--- src/rtl/scan_pkg.sv ---
// Shared definitions for the four-digit multiplex scanner: state encoding,
// digit/nibble geometry and the nibble-select helper.
package scan_pkg;

   localparam int DIGIT_W    = 2;
   localparam int NUM_DIGITS = 4;
   localparam int NIBBLE_W   = 4;
   localparam int WORD_W     = NUM_DIGITS * NIBBLE_W;

   typedef enum logic [1:0] {
      ST_OFF   = 2'd0,
      ST_BLANK = 2'd1,
      ST_SHOW  = 2'd2
   } scan_state_e;

   function automatic logic [NIBBLE_W-1:0] pick_nibble(
      input logic [WORD_W-1:0]  word,
      input logic [DIGIT_W-1:0] sel
   );
      return word[sel*NIBBLE_W +: NIBBLE_W];
   endfunction

endpackage

--- src/rtl/tick_gen.sv ---
// Modulo-DIV prescaler with synchronous clear; wrap is high on the cycle
// the count rolls over from DIV-1 back to 0.
module tick_gen #(
   parameter int DIV = 50000,
   parameter int CW  = $clog2(DIV)
) (
   input  logic          clk,
   input  logic          rst,
   input  logic          en,
   input  logic          clr,
   output logic [CW-1:0] count,
   output logic          wrap
);

   localparam logic [CW-1:0] LAST = CW'(DIV - 1);

   assign wrap = en && !clr && (count == LAST);

   always_ff @(posedge clk or posedge rst) begin
      if (rst)
         count <= '0;
      else if (clr)
         count <= '0;
      else if (en)
         count <= wrap ? '0 : count + 1'b1;
   end

endmodule

--- src/rtl/scan_ctrl_4dig.sv ---
// Four-digit display scanner: blanks at each slot start, drives the active-low
// digit decoder and double-buffers the display word across frame boundaries.
module scan_ctrl_4dig
   import scan_pkg::*;
#(
   parameter int DIV   = 50000,
   parameter int BLANK = 16
) (
   input  logic                CLK,
   input  logic                RESET,
   input  logic                EN,
   input  logic                LD,
   input  logic [WORD_W-1:0]   DATA,
   output logic                PENDING,
   output logic                G_L,
   output logic                A,
   output logic                B,
   output logic [NIBBLE_W-1:0] NIBBLE,
   output logic                FRAME
);

   localparam int CW = $clog2(DIV);
   localparam logic [CW-1:0]      BLANK_C = CW'(BLANK);
   localparam logic [DIGIT_W-1:0] LAST_DIGIT = DIGIT_W'(NUM_DIGITS - 1);

   scan_state_e         state_q, state_nxt;
   logic [CW-1:0]       pcnt, pcnt_nxt;
   logic                wrap, tick_clr;
   logic [DIGIT_W-1:0]  digit_q, digit_nxt;
   logic [WORD_W-1:0]   shadow_q, active_q, active_nxt;
   logic                commit, commit_go, g_l_nxt;

   // The prescaler holds at 0 on the OFF->BLANK edge so the first slot gets
   // its full blanking gap.
   assign tick_clr = !EN || (state_q == ST_OFF);
   assign pcnt_nxt = (tick_clr || wrap) ? '0 : pcnt + 1'b1;

   tick_gen #(.DIV(DIV), .CW(CW)) u_tick (
      .clk   (CLK),
      .rst   (RESET),
      .en    (EN),
      .clr   (tick_clr),
      .count (pcnt),
      .wrap  (wrap)
   );

   always_ff @(posedge CLK or posedge RESET) begin
      if (RESET) state_q <= ST_OFF;
      else       state_q <= state_nxt;
   end

   always_comb begin
      state_nxt = ST_OFF;
      if (EN) begin
         if (state_q == ST_OFF)        state_nxt = ST_BLANK;
         else if (pcnt_nxt >= BLANK_C) state_nxt = ST_SHOW;
         else                          state_nxt = ST_BLANK;
      end
   end

   always_comb begin
      g_l_nxt = (state_nxt != ST_SHOW);
   end

   assign digit_nxt = (state_nxt == ST_OFF) ? '0 :
                      (wrap ? digit_q + 1'b1 : digit_q);

   // A commit with nothing pending and no same-cycle load is a no-op.
   assign commit     = (wrap && (digit_q == LAST_DIGIT)) ||
                       ((state_q == ST_OFF) && PENDING);
   assign commit_go  = commit && (PENDING || LD);
   assign active_nxt = !commit_go ? active_q : (LD ? DATA : shadow_q);

   always_ff @(posedge CLK or posedge RESET) begin
      if (RESET) begin
         digit_q  <= '0;
         shadow_q <= '0;
         active_q <= '0;
         PENDING  <= 1'b0;
         G_L      <= 1'b1;
         A        <= 1'b0;
         B        <= 1'b0;
         NIBBLE   <= '0;
         FRAME    <= 1'b0;
      end else begin
         digit_q  <= digit_nxt;
         active_q <= active_nxt;
         if (LD)
            shadow_q <= DATA;
         if (commit_go)
            PENDING <= 1'b0;
         else if (LD)
            PENDING <= 1'b1;
         // Select and value move together while G_L is already high.
         G_L      <= g_l_nxt;
         {B, A}   <= digit_nxt;
         NIBBLE   <= pick_nibble(active_nxt, digit_nxt);
         FRAME    <= commit_go;
      end
   end

endmodule
--- config.mk ---
export PLATFORM = sky130hd
export DESIGN_NAME = scan_ctrl_4dig
export DESIGN_NICKNAME = d
export VERILOG_FILES = /design/src/rtl/scan_pkg.sv /design/src/rtl/tick_gen.sv /design/src/rtl/scan_ctrl_4dig.sv
export SDC_FILE = /design/constraint.sdc
export NUM_CORES = 1
export LEC_CHECK = 0
export BUFFER_PORTS_ARGS = -buffer_cell sky130_fd_sc_hd__buf_2
export CAP_MARGIN = 10
export CORE_MARGIN = 5
export CORE_UTILIZATION = 55
export DETAILED_ROUTE_END_ITERATION = 16
export GPL_ROUTABILITY_DRIVEN = 0
export GPL_TIMING_DRIVEN = 0
export PLACE_DENSITY = 0.81
export SYNTH_ARGS = -nofsm -noshare
export SYNTH_HDL_FRONTEND = slang
export SYNTH_SLANG_ARGS = --single-unit
export TNS_END_PERCENT = 50
--- constraint.sdc ---
create_clock -name CLK -period 4.8 [get_ports CLK]
set_input_delay 0.96 -clock CLK [delete_from_list [all_inputs] [get_ports CLK]]
set_output_delay 0.96 -clock CLK [all_outputs]
set_load 0.01 [all_outputs]
==> metrics.yaml <==
relSlewSlack: 0.565
fmax_mhz: 382
cp-end-kind: "register"
setup_tns_ps: 0
clockBufferDepth: 2
area_growth_syn_to_layout_pct: 13.5
cts_root_buffer: "clkbuf_8"
hpwl_um: 5350
io_pins: 29
netlist_top_cells_area: "dfrtp_1 43%, nand3_1 5.8%, mux2_4 4.0%, and3_1 3.9%, nor3b_1 3.8%"
required_ps: 5030
grt_use_total: 0.225
slew_violations: 0
rows: 28
hold_class: "reg2reg"
critPathLaunchType: "register"
syn_avg_cell_area_sq_um: 10.0
multi_input_area_sq_mm: 0.00172
synth-edff-count: 0
timing_worst_setup_path_type: "reg2reg"
start_util: 0.568
dp_cells: 439
synth_most_common_cell: "dfrtp_1"
n_fill_cell: 466
clkTransAtPathRegs_ps: 60
fin_cells: 455
fin_hold_ws_ps: 487
diodes: 0
drt_iter0_markers: 214
syn_inst: 337
nNetsFinal: 397
tightest_slew_ps: 650
postCtsSetupBuffers: 0
ys_warn_count: 0
drc_errors: 0
wl_um: 7820
rsz0062_at_grt: "no"
synthTopCellsByCount: "58 x dfrtp_1, 39 x nand3_1, 27 x nand2_1"
dp_slack_ps: 1830
syn_area_sq_mm: 0.00338
insertion_delay_ps: 350
overflow: 0
antenna_found_initial: 0
cts_buffers: 9
ant_nets: 0
powerDensity_mw_per_mm2: 341
min_period_over_period: 0.545
finalClockSkew_ps: 8.79
core_area_sq_mm: 0.00596
synth_largest_area_cell: "dfrtp_1"
hold_viol_final: 0
outcome: "finished clean"
yosysTopAreaCellShare: 0.429
synth-seq-cells: 59
syn_nets: 359
vias: 2729
grt_pass1_wl_um: 13400
die-area_sq_mm: 0.00782
p_leak_nw: 1.74
ys_seq_area_frac: 0.437
cts_hold_buf: 0
cts_max_level: 3
fp.dieH_um: 88.4
crit_path_max_fanout: 10
cts_tree: "done"
setup_viol: 0
grt_max_degree: 43
asyncSetResetFlopFracSynth: 1.00
wire_per_inst_um: 17.2
die_width_um: 88.4
regArea_sq_mm: 0.00148
first_global_vias: 2714
cts.sinks: 59
fin_crit_ps: 2620
max-cap-violations: 0
cts_resized: 0
fin_ws_ps: 2180
portBuffers: 26
cp.arrival_ps: 2850
first_pass_iters: 5
ys.flop_type: "dfrtp_1"
ys_types: 48
vias_per_cell: 6.00
vdd.ir_drop.worst_mv: 0.216
drive_above_1_share: 0.239
==> registers in the layout, indices dropped and copies added (netlist names) <==
| name | flops |
|---|---|
| B | 1 |
| FRAME | 1 |
| G_L | 1 |
| NIBBLE | 4 |
| PENDING | 1 |
| active_q | 16 |
| digit_q | 1 |
| shadow_q | 16 |
| state_q | 2 |
| u_tick.count | 16 |
==> cell families after synthesis <==
kind of cell	after synthesis	synth area share
AO/OA/AOI/OAI	35	0.0773
XOR/XNOR	15	0.0388
adder cells (fa/ha/maj)	2	0.00740
buffers and inverters	33	0.0555
flip-flops	59	0.437
multiplexers	28	0.103
AND/OR/NAND/NOR	165	0.281
==> per-layer routing <==
layer	track usage	routed length (um)	vias up
met1	0.299	3410	1339
li1	-	-	1284
met3	0.0447	477	18
met2	0.349	3730	88
met4	0.118	197	0
met5	0	0	-
==> power breakdown <==
part	switching (mW)	internal, mW
Sequential	0.0368	0.559
Combinational	0.124	0.108
Clock	0.201	0.280
==> critical path, cell delays in order, from the launching register on <==
cell	delay, ps
dfrtp_1	370
nor2_1	520
clkbuf_1	510
nor3b_1	100
a211oi_1	210
nand3_1	150
mux2_1	350
mux2_2	280
==> through the flow <==
stage | instance area (sq um) | utilization | total power [mW]
floorplan | 3380 | - | 0.760
global placement | 3610 | 0.605 | 0.817
detailed placement | 3630 | 0.609 | 0.834
CTS | 3840 | 0.645 | 1.31
global route | 3840 | 0.645 | 1.37
finish | 3840 | 0.645 | 1.31
==> final cells by class <==
class                      instances  share of cell area
sequential                        59               0.385
timing repair buffer              27              0.0391
inverter                           6             0.00587
buffer                            27              0.0430
clock inverter                     4              0.0124
multi-input combinational        245               0.447
clock buffer                      12              0.0430
tap                               75              0.0244
==> path summary, 6_finish.rpt <==
kind | startpoint | to | slack [ps] | depth (start not counted)
max | state_q[1] | NIBBLE[0] | 2180 | 7
min | u_tick.count[0] | u_tick.count[0] | 490 | 1
max reg2reg | state_q[1] | NIBBLE[0] | 2180 | 7
min reg2reg | u_tick.count[0] | u_tick.count[0] | 490 | 1
max in group asynchronous | RESET | G_L | 3580 | 3
min in group asynchronous | RESET | active_q[4] | 590 | 2
==> cells in the final DEF, fill, tap and decap left out, types with 2 or more instances in the layout <==
cell / synthesis / routed
and4_1: 2 / 2
nor2_1: 20 / 20
buf_12: 1 / 2
inv_1: 6 / 5
mux2_2: 11 / 11
clkbuf_1: 9 / 9
and2_1: 2 / 2
o21ai_0: 2 / 2
clkbuf_8: 0 / 12
xor2_1: 8 / 8
o22ai_1: 2 / 2
mux2_4: 9 / 9
or3_1: 17 / 17
and4bb_1: 2 / 2
dfrtp_1: 58 / 58
buf_6: 4 / 4
nand2_1: 27 / 27
xnor2_1: 7 / 7
clkinv_2: 0 / 2
buf_2: 11 / 37
nor3_1: 3 / 3
nand4_1: 3 / 3
a211oi_1: 16 / 16
mux2_1: 8 / 8
nand3_1: 39 / 39
o21a_1: 5 / 5
nand2b_1: 2 / 2
nor3b_1: 17 / 17
ha_1: 2 / 2
and3_1: 21 / 21
a21oi_1: 4 / 4
(Power assumes the default switching activity.)
